**src/rtl/ad9826_spi_responder_pkg.sv**
```systemverilog
// Shared constants, register map and FSM state type for the AD9826 serial-port responder.
// Header decode helper used once the R/W and address bits of a frame have been shifted in.
package ad9826_pkg;

   localparam int FRAME_BITS = 16;
   localparam int ADDR_W     = 3;
   localparam int DATA_W     = 9;
   localparam int NUM_REGS   = 8;

   localparam logic [ADDR_W-1:0] REG_CONFIG = 3'd0;
   localparam logic [ADDR_W-1:0] REG_MUX    = 3'd1;
   localparam logic [ADDR_W-1:0] REG_PGA_R  = 3'd2;
   localparam logic [ADDR_W-1:0] REG_PGA_G  = 3'd3;
   localparam logic [ADDR_W-1:0] REG_PGA_B  = 3'd4;
   localparam logic [ADDR_W-1:0] REG_OFS_R  = 3'd5;
   localparam logic [ADDR_W-1:0] REG_OFS_G  = 3'd6;
   localparam logic [ADDR_W-1:0] REG_OFS_B  = 3'd7;

   typedef enum logic [1:0] {
      ST_IDLE,
      ST_SHIFT,
      ST_DRIVE,
      ST_DONE
   } state_e;

   typedef struct packed {
      logic              rw;
      logic [ADDR_W-1:0] addr;
   } hdr_t;

   function automatic hdr_t hdr_decode(input logic [ADDR_W:0] rw_addr);
      return hdr_t'(rw_addr);
   endfunction

endpackage

```
**src/rtl/ad9826_spi_responder_sync_edge_det.sv**
```systemverilog
// Multi-flop synchronizer with one extra flop for single-cycle rise/fall pulses.
// Latency SYNC_STAGES clk to the pulse; no backpressure, every edge is reported once.
module sync_edge_det
   import ad9826_pkg::*;
#(
   parameter int SYNC_STAGES = 2
) (
   input  logic clk,
   input  logic rst_n,
   input  logic din,
   output logic rise,
   output logic fall
);

   logic [SYNC_STAGES-1:0] sync_q, sync_d;
   logic                   prev_q, prev_d;

   always_comb begin
      sync_d = {sync_q[SYNC_STAGES-2:0], din};
      prev_d = sync_q[SYNC_STAGES-1];
   end

   // Reset to 0 even for idle-high lines: a release with the line low then shows no fall.
   always_ff @(posedge clk or negedge rst_n) begin
      if (!rst_n) begin
         sync_q <= '0;
         prev_q <= 1'b0;
      end else begin
         sync_q <= sync_d;
         prev_q <= prev_d;
      end
   end

   assign rise = sync_q[SYNC_STAGES-1] & ~prev_q;
   assign fall = ~sync_q[SYNC_STAGES-1] & prev_q;

endmodule

```
**src/rtl/ad9826_spi_responder.sv**
```systemverilog
// AD9826 3-wire serial-port responder: 8x9-bit register file, write commit and (with
// AD9826_RESP_READBACK_EN) read drive; SYNC_STAGES+1 clk input latency, no backpressure.
module ad9826_spi_responder
   import ad9826_pkg::*;
#(
   parameter int SYNC_STAGES = 2,
   parameter int FRAME_BITS  = ad9826_pkg::FRAME_BITS
) (
   input  logic                         clk,
   input  logic                         rst_n,
   input  logic                         sload,
   input  logic                         sclk,
   input  logic                         sdata_in,
   output logic                         sdata_out,
   output logic                         sdata_oe,
   output logic [NUM_REGS*DATA_W-1:0]   reg_flat,
   output logic                         wr_stb,
   output logic [ADDR_W-1:0]            wr_addr,
   output logic [DATA_W-1:0]            wr_data,
   output logic                         frame_err
);

   localparam int                CNT_W    = $clog2(FRAME_BITS + 1);
   localparam logic [CNT_W-1:0]  CNT_FULL = CNT_W'(FRAME_BITS);
   // Count just before the last zero bit: R/W and address sit in shift_q[5:2] here.
   localparam logic [CNT_W-1:0]  CNT_HDR  = CNT_W'(FRAME_BITS - DATA_W - 1);

   logic sload_rise, sload_fall, sclk_rise, sclk_fall;

   sync_edge_det #(.SYNC_STAGES(SYNC_STAGES)) u_sload_det (
      .clk  (clk),
      .rst_n(rst_n),
      .din  (sload),
      .rise (sload_rise),
      .fall (sload_fall)
   );

   sync_edge_det #(.SYNC_STAGES(SYNC_STAGES)) u_sclk_det (
      .clk  (clk),
      .rst_n(rst_n),
      .din  (sclk),
      .rise (sclk_rise),
      .fall (sclk_fall)
   );

   // Same depth as the sclk path so the data bit lines up with the detected rise.
   logic [SYNC_STAGES-1:0] sdi_sync_q, sdi_sync_d;
   logic                   sdi;

   always_comb begin
      sdi_sync_d = {sdi_sync_q[SYNC_STAGES-2:0], sdata_in};
   end

   always_ff @(posedge clk or negedge rst_n) begin
      if (!rst_n) begin
         sdi_sync_q <= '0;
      end else begin
         sdi_sync_q <= sdi_sync_d;
      end
   end

   assign sdi = sdi_sync_q[SYNC_STAGES-1];

   state_e             state_q;
   logic [CNT_W-1:0]   bit_cnt_q;
   logic [DATA_W-1:0]  shift_q;
   logic               rw_q;
   logic [ADDR_W-1:0]  addr_q;
   logic               bad_q;
   logic [DATA_W-1:0]  regs_q [NUM_REGS];
   logic               wr_stb_q;
   logic [ADDR_W-1:0]  wr_addr_q;
   logic [DATA_W-1:0]  wr_data_q;
   logic               frame_err_q;
   hdr_t               hdr;

`ifdef AD9826_RESP_READBACK_EN
   logic [DATA_W-1:0]  rd_shift_q;
   logic               oe_q;
   logic               out_q;
`else
   logic               unused_sclk_fall;
   assign unused_sclk_fall = sclk_fall;
`endif

   assign hdr = hdr_decode(shift_q[ADDR_W+2:2]);

   always_ff @(posedge clk or negedge rst_n) begin
      if (!rst_n) begin
         state_q     <= ST_IDLE;
         bit_cnt_q   <= '0;
         shift_q     <= '0;
         rw_q        <= 1'b0;
         addr_q      <= '0;
         bad_q       <= 1'b0;
         wr_stb_q    <= 1'b0;
         wr_addr_q   <= '0;
         wr_data_q   <= '0;
         frame_err_q <= 1'b0;
         for (int i = 0; i < NUM_REGS; i++) regs_q[i] <= '0;
`ifdef AD9826_RESP_READBACK_EN
         rd_shift_q  <= '0;
         oe_q        <= 1'b0;
         out_q       <= 1'b0;
`endif
      end else begin
         wr_stb_q    <= 1'b0;
         frame_err_q <= 1'b0;
         case (state_q)
            ST_IDLE: begin
               if (sload_fall) begin
                  bit_cnt_q <= '0;
                  shift_q   <= '0;
                  rw_q      <= 1'b0;
                  bad_q     <= 1'b0;
                  state_q   <= ST_SHIFT;
               end
            end
            ST_SHIFT, ST_DRIVE: begin
               // sload rise takes priority over any sclk edge seen in the same cycle.
               if (sload_rise) begin
`ifdef AD9826_RESP_READBACK_EN
                  oe_q <= 1'b0;
`endif
                  if (bit_cnt_q == CNT_FULL && !bad_q) begin
                     if (!rw_q) begin
                        regs_q[addr_q] <= shift_q;
                        wr_addr_q      <= addr_q;
                        wr_data_q      <= shift_q;
                        wr_stb_q       <= 1'b1;
                     end
                     state_q <= ST_DONE;
                  end else begin
                     frame_err_q <= 1'b1;
                     state_q     <= ST_IDLE;
                  end
               end else if (sclk_rise) begin
                  if (bit_cnt_q == CNT_FULL) begin
                     bad_q <= 1'b1;
                  end else begin
                     shift_q   <= {shift_q[DATA_W-2:0], sdi};
                     bit_cnt_q <= bit_cnt_q + 1'b1;
                     if (bit_cnt_q == CNT_HDR) begin
                        rw_q   <= hdr.rw;
                        addr_q <= hdr.addr;
`ifdef AD9826_RESP_READBACK_EN
                        if (hdr.rw) begin
                           rd_shift_q <= regs_q[hdr.addr];
                           state_q    <= ST_DRIVE;
                        end
`endif
                     end
                  end
               end
`ifdef AD9826_RESP_READBACK_EN
               else if (sclk_fall && state_q == ST_DRIVE) begin
                  if (bit_cnt_q == CNT_FULL) begin
                     oe_q <= 1'b0;
                  end else begin
                     oe_q       <= 1'b1;
                     out_q      <= rd_shift_q[DATA_W-1];
                     rd_shift_q <= {rd_shift_q[DATA_W-2:0], 1'b0};
                  end
               end
`endif
            end
            ST_DONE: state_q <= ST_IDLE;
            default: state_q <= ST_IDLE;
         endcase
      end
   end

`ifdef AD9826_RESP_READBACK_EN
   // Release the pad in the detection cycle rather than one clock later.
   assign sdata_oe  = oe_q & ~sload_rise;
   assign sdata_out = out_q;
`else
   assign sdata_oe  = 1'b0;
   assign sdata_out = 1'b0;
`endif

   always_comb begin
      reg_flat = '0;
      for (int i = 0; i < NUM_REGS; i++) reg_flat[i*DATA_W +: DATA_W] = regs_q[i];
   end

   assign wr_stb    = wr_stb_q;
   assign wr_addr   = wr_addr_q;
   assign wr_data   = wr_data_q;
   assign frame_err = frame_err_q;

endmodule

```
**config.mk**
```make
export PLATFORM = sky130hd
export DESIGN_NAME = ad9826_spi_responder
export DESIGN_NICKNAME = d
export VERILOG_FILES = /design/src/rtl/ad9826_spi_responder_pkg.sv /design/src/rtl/ad9826_spi_responder_sync_edge_det.sv /design/src/rtl/ad9826_spi_responder.sv
export SDC_FILE = /design/constraint.sdc
export NUM_CORES = 1
export LEC_CHECK = 0
export CAP_MARGIN = 10
export CELL_PAD_IN_SITES_DETAIL_PLACEMENT = 1
export CELL_PAD_IN_SITES_GLOBAL_PLACEMENT = 1
export CORE_ASPECT_RATIO = 1.25
export CORE_MARGIN = 8
export CORE_UTILIZATION = 42
export CTS_CLUSTER_DIAMETER = 120
export DETAILED_ROUTE_END_ITERATION = 7
export PLACE_DENSITY_LB_ADDON = 0.1
export SYNTH_ARGS = -nofsm -noshare
export SYNTH_HDL_FRONTEND = slang
export SYNTH_SLANG_ARGS = --single-unit
```
**constraint.sdc**
```tcl
create_clock -name clk -period 2.55 [get_ports clk]
set_input_delay 0.51 -clock clk [delete_from_list [all_inputs] [get_ports clk]]
set_output_delay 0.51 -clock clk [all_outputs]
set_load 0.005 [all_outputs]
```
== Word level (Yosys, flattened, before mapping) ==
Index checks and enable logic that the tools add are counted.
Word-level totals
  bits in registers: 115
  word-level logic and storage cells: 94
Operators by class
  add/subtract/negate cells: 1
  order comparisons: 2
  eq/ne operators: 12
  muxes and demuxes: 34
  bitwise operators: 10
  reduce and logical (&&, ||, !) cells: 12
Operators with widths (number)
  bitwise mux 72 bit: 1
  2-to-1 mux 9 bit: 5
  demux 9 bit (select 3 bit): 1
  2-to-1 mux 5 bit: 4
  case mux 9 bit (2 select lines): 1
  2-to-1 mux 1 bit: 15
  AND reduction 5 bit: 3
  != test 2 bit (second input constant): 7
  case mux 5 bit (2 select lines): 1
  2-to-1 mux 2 bit: 3
  NOT 1 bit: 6
  case mux 2 bit (3 select lines): 1
  AND reduction 6 bit: 1
  adder 5 x 1 -> 5 bit (second input constant): 1
  equality test 5 x 3 -> 1 bit (second input constant): 1
  equality test 5 bit (second input constant): 1
  equality test 2 bit (second input constant): 2
  >= comparator 4 bit (second input constant): 1
  less-than comparator 4 x 1 -> 1 bit (second input constant): 1
  NOT 3 -> 4 bit: 1
  case mux 1 bit (2 select lines): 2
  AND reduction 4 bit: 1
  AND 1 bit: 3
  equality test 2 x 1 -> 1 bit (second input constant): 1
  6 further kinds: 7

== Depth between registers and ports, before layout ==
  depth in word-level cells: 6
  gate-level depth with buffers: 8
  gate-level depth less buffers: 6

== By module ==
From an unflattened synthesis, not the netlist that was laid out.
Unflattened totals
  cells, all modules: 303
  area total of the unflattened synthesis: 4650.7 µm²
By module, submodules not included
  ad9826_spi_responder: times used 1, cells an instance 293, area each 4470.5 µm²
  sync_edge_det: times used 2, cells an instance 5, area each 90.1 µm²

== Worst setup path before layout ==
OpenSTA, ideal clock, no wires.
  kind: register to register
  start: register state_q[1]
  end: register regs_q (netlist bit reg_flat[3])
  setup time: 0.128 ns
  arrival: 1.833 ns
  required time: 2.422 ns
  setup slack: 0.589 ns
  stages on the path, launching flop included: 8
  buffers on the path: 1
  clock period less this slack: 1.961 ns
  path through: dfrtp_1 > inv_1 > ha_1 > buf_2 > inv_2 > nor4_4 > nand4b_2 > mux2_1
Between the ends
  longest elaborated chain between the ends: 3
  elaborated cells between the ends (all ways): 4
  those cells by class: eq/ne: 2; reduce/logical: 2
RTL lines
  start: declaration: line ad9826_spi_responder.sv:64  | state_e state_q;
  start signal: assignment: line ad9826_spi_responder.sv:90  | state_q <= ST_IDLE;
  start signal: assignment: line ad9826_spi_responder.sv:116  | state_q <= ST_SHIFT;
  start signal: assignment: line ad9826_spi_responder.sv:132  | state_q <= ST_DONE;
  equality test 2 x 1 -> 1 bit or equality test 2 bit (tied branches): line ad9826_spi_responder.sv:109  | case (state_q)
  OR reduction 2 bit (*): line ad9826_spi_responder.sv:109
  AND reduction 4 bit (no source line) (*)
  end signal: indexed assignment: line ad9826_spi_responder.sv:127  | regs_q[addr_q] <= shift_q;
  end: declaration: line ad9826_spi_responder.sv:70  | logic [DATA_W-1:0] regs_q [NUM_REGS];
Every way passes the cells marked *; elsewhere a longest branch is shown, timed or not.
A chain may end at the register's enable or synchronous reset.

== Final worst setup path ==
  start: register state_q[1]
  end: register regs_q (netlist bit reg_flat[52])
The elaborated chain is that of the path after synthesis.

==> run_results.csv <==
group,metric,value,unit
run_status,status,"finished, final reports clean",
synth,synth_cell_types,42,
timing,fin_crit_sh,92.3,%
power_and_ir_drop,power_density,762,nW/um2
floorplanning,dieArea,14700,um2
detailed_routing,firstDrtPassIters,4,
placement,gp_congestion,0.775,
clocking,htreeDepth,4,
synth,syn_area,4640,um2
clocking,root_buffer,"clkbuf_16",
floorplanning,dieWidth,110,um
setup_path,slowest_delay,0.46,ns
timing,fin_crit,2.35,ns
clocking,clk_path_buf_depth,2,
timing,setup_tns,0,ns
finish,final_common_cell,"dfrtp_1",
synth,synthMuxAreaShare,21.6,%
power_and_ir_drop,peakVddDrop,0.420,mV
finish,layout-drive-gt1-share,32.6,%
floorplanning,start_util,42.5,%
finish,finalNetCount,415,
setup_path,cp_cell_sequence,"inv_1 -> ha_2 -> nand3b_1 -> nor3_4 -> nand3_2 -> mux2_2",
synth,avgSynthCellArea,15.1,um2
placement,numPortBuffers,90,
clocking,post_cts_buffers,0,
synth,synth-compound-area-share,4.61,%
timing,rsz0062_at_grt,"false",
synth,async_flop_share,100,%
clocking,cts-resized-gates,0,
hold_path,hold_path_class,"primary input to asynchronous set/reset pin",
synth,syn_inst,307,
floorplanning,fp-row-count,43,
global_routing,grt_pass1_wl,19.9,mm
detailed_routing,wl,12.1,mm
global_routing,overflow,0,
timing,maxSlewViolCount,0,
global_routing,grt_pass1_vias,3380,
global_routing,track_usage,18.1,%
detailed_routing,drt_first_iter_violations,40,
clocking,cts_tree,"done",
synth,synth_xor_area_share,0,%
detailed_routing,wl_per_cell,21.9,um
finish,num_antenna_cells,0,
finish,mostFrequentLayoutCells,"115 x dfrtp_1, 89 x clkdlybuf4s50_1, 82 x mux2_2, 17 x clkbuf_16, 11 x a22o_1",
clocking,clkTransAtPathRegs,0.05,ns
timing,hold_viol_final,0,
clocking,numCtsBuffers,17,
synth,seq_area_frac_synth,62.0,%
global_routing,grt_max_degree,65,
setup_path,r2r_setup_slack,0.20,ns
timing,setup_viol,0,
setup_path,critPathKind,"flip-flop to flip-flop",
power_and_ir_drop,leakagePower,0.00295,uW
detailed_routing,ant_nets,0,
floorplanning,ios,93,
clocking,cts_sinks,115,
synth,synth-seq-cells,115,
timing,clock_skew,0.00558,ns
setup_path,worst_setup_path_start_kind,"flip-flop",
clocking,ctsHoldBuffers,0,
synth,synth_top_family_by_area,"multiplexers",
setup_path,crit_path_end_kind,"flip-flop",
setup_path,required,2.83,ns
placement,dpl-instance-area,5680,um2
synth,ys.flop_type,"dfrtp_1",
finish,syn_to_final_growth,34.8,%
job,maxCapViolations,0,
timing,clock.fmax,425,MHz
setup_path,crit_path_top_delay_cell,"ha_2",
setup_path,crit_arrival,2.64,ns
placement,place_hpwl,8.33,mm
synth,synth_edf_count,0,
synth,synthAdderAreaFrac,1.35,%
global_routing,antenna_found_initial,0,
synth,synthSimpleGateAreaFrac,8.11,%
detailed_routing,drc,0,
detailed_routing,vias_per_cell,5.26,
floorplanning,die-height,134,um
finish,stdcell_area,6260,um2
detailed_routing,vias,2905,
floorplanning,fp.coreArea,10900,um2
setup_path,crit_fanout,11,
timing,worst_slew_pin_slew,0.587,ns
clocking,insertion_delay,0.40,ns
synth,yosys_warnings,0,
timing,slew_headroom,60.8,%
==> final timing paths <==
check | startpoint | endpoint | depth (start not counted)
setup / recovery | state_q[1] | reg_flat[52] | 6
max in group asynchronous | rst_n | wr_data[6] | 2
setup reg to reg | state_q[1] | reg_flat[52] | 6
hold / removal | rst_n | reg_flat[71] | 1
hold reg to reg | sdi_sync_q[0] | sdi_sync_q[1] | 0
min in group clk | sdi_sync_q[0] | sdi_sync_q[1] | 0
==> per-stage QoR <==
step / power, uW / instances / setup WS [ns] / util (%) / hold slack [ns]
6_report: 4770 / 552 / 0.196 / 57.3 / 0.0419
3_3_place_gp: 2500 / 521 / 0.262 / 52.0 / 0.335
5_1_grt: 4980 / 552 / 0.00893 / 57.3 / 0.0595
3_5_place_dp: 2520 / 521 / 0.159 / 52.0 / 0.338
4_1_cts: 4820 / 552 / 0.101 / 57.3 / 0.0435
2_1_floorplan: 2330 / 308 / 0.589 / - / 0.214
==> sequential cells by signal (all words and copies together), names as in the netlist, 2 cells and up <==
name,count
u_sload_det.sync_q,2
reg_flat,72
wr_addr,3
sdi_sync_q,2
shift_q,9
wr_data,9
bit_cnt_q,5
state_q,2
addr_q,3
u_sclk_det.sync_q,2
==> kinds of logic after synthesis <==
| family | count (synthesis) |
|---|---|
| buf+inv | 24 |
| fa+ha+maj | 5 |
| compound gates | 29 |
| other cells | 1 |
| mux | 88 |
| simple gates | 45 |
| flops | 115 |
==> routing by layer <==
layer	wire, um	track usage, %	vias up
met1	4990	22.0	1531
met4	164	6.02	0
li1	-	-	1295
met2	6230	28.5	63
met5	0	0	-
met3	730	6.91	16
==> critical path: cells and delay by family, from the launching register on <==
kind	cells	cell delay (ns)
flip-flops	1	0.37
multiplexers	1	0.38
AND/OR/NAND/NOR	3	0.94
adder cells (fa/ha/maj)	1	0.46
buffers and inverters	1	0.09
==> power by group <==
part	total [uW]	internal, uW	switching (uW)
Clock	2270	1480	794
Combinational	424	178	247
Sequential	2070	1900	171
==> cell usage after synthesis, types with 2 or more instances <==
cell	n	area share, %
o22ai_1	2	0.27
o21ai_0	6	0.65
nor2b_1	2	0.27
inv_1	6	0.49
dfrtp_1	115	62
mux2_1	3	0.73
buf_2	2	0.22
nor3b_1	4	0.65
nor3_1	2	0.22
nor2_1	7	0.57
ha_1	5	1.3
a21oi_1	4	0.43
nand3_1	3	0.32
buf_4	3	0.49
and3_1	4	0.54
nor4_4	3	1.4
nand3_2	3	0.65
a22o_1	11	2.1
clkbuf_1	10	0.81
nand2b_1	4	0.54
nand2_2	3	0.40
mux2_4	3	0.97
nand3b_1	2	0.32
mux2_2	82	20
==> layout make-up <==
| cell class | instances | area (um2) |
|---|---|---|
| clock buffers | 22 | 464 |
| clock inverters | 9 | 106 |
| fillers | 1049 | 4660 |
| inverters | 7 | 26.3 |
| multi-input cells | 169 | 1670 |
| flip-flops and latches | 115 | 2880 |
| well taps | 135 | 169 |
| repair buffers | 95 | 948 |
Power figures use the tool's default switching activity.
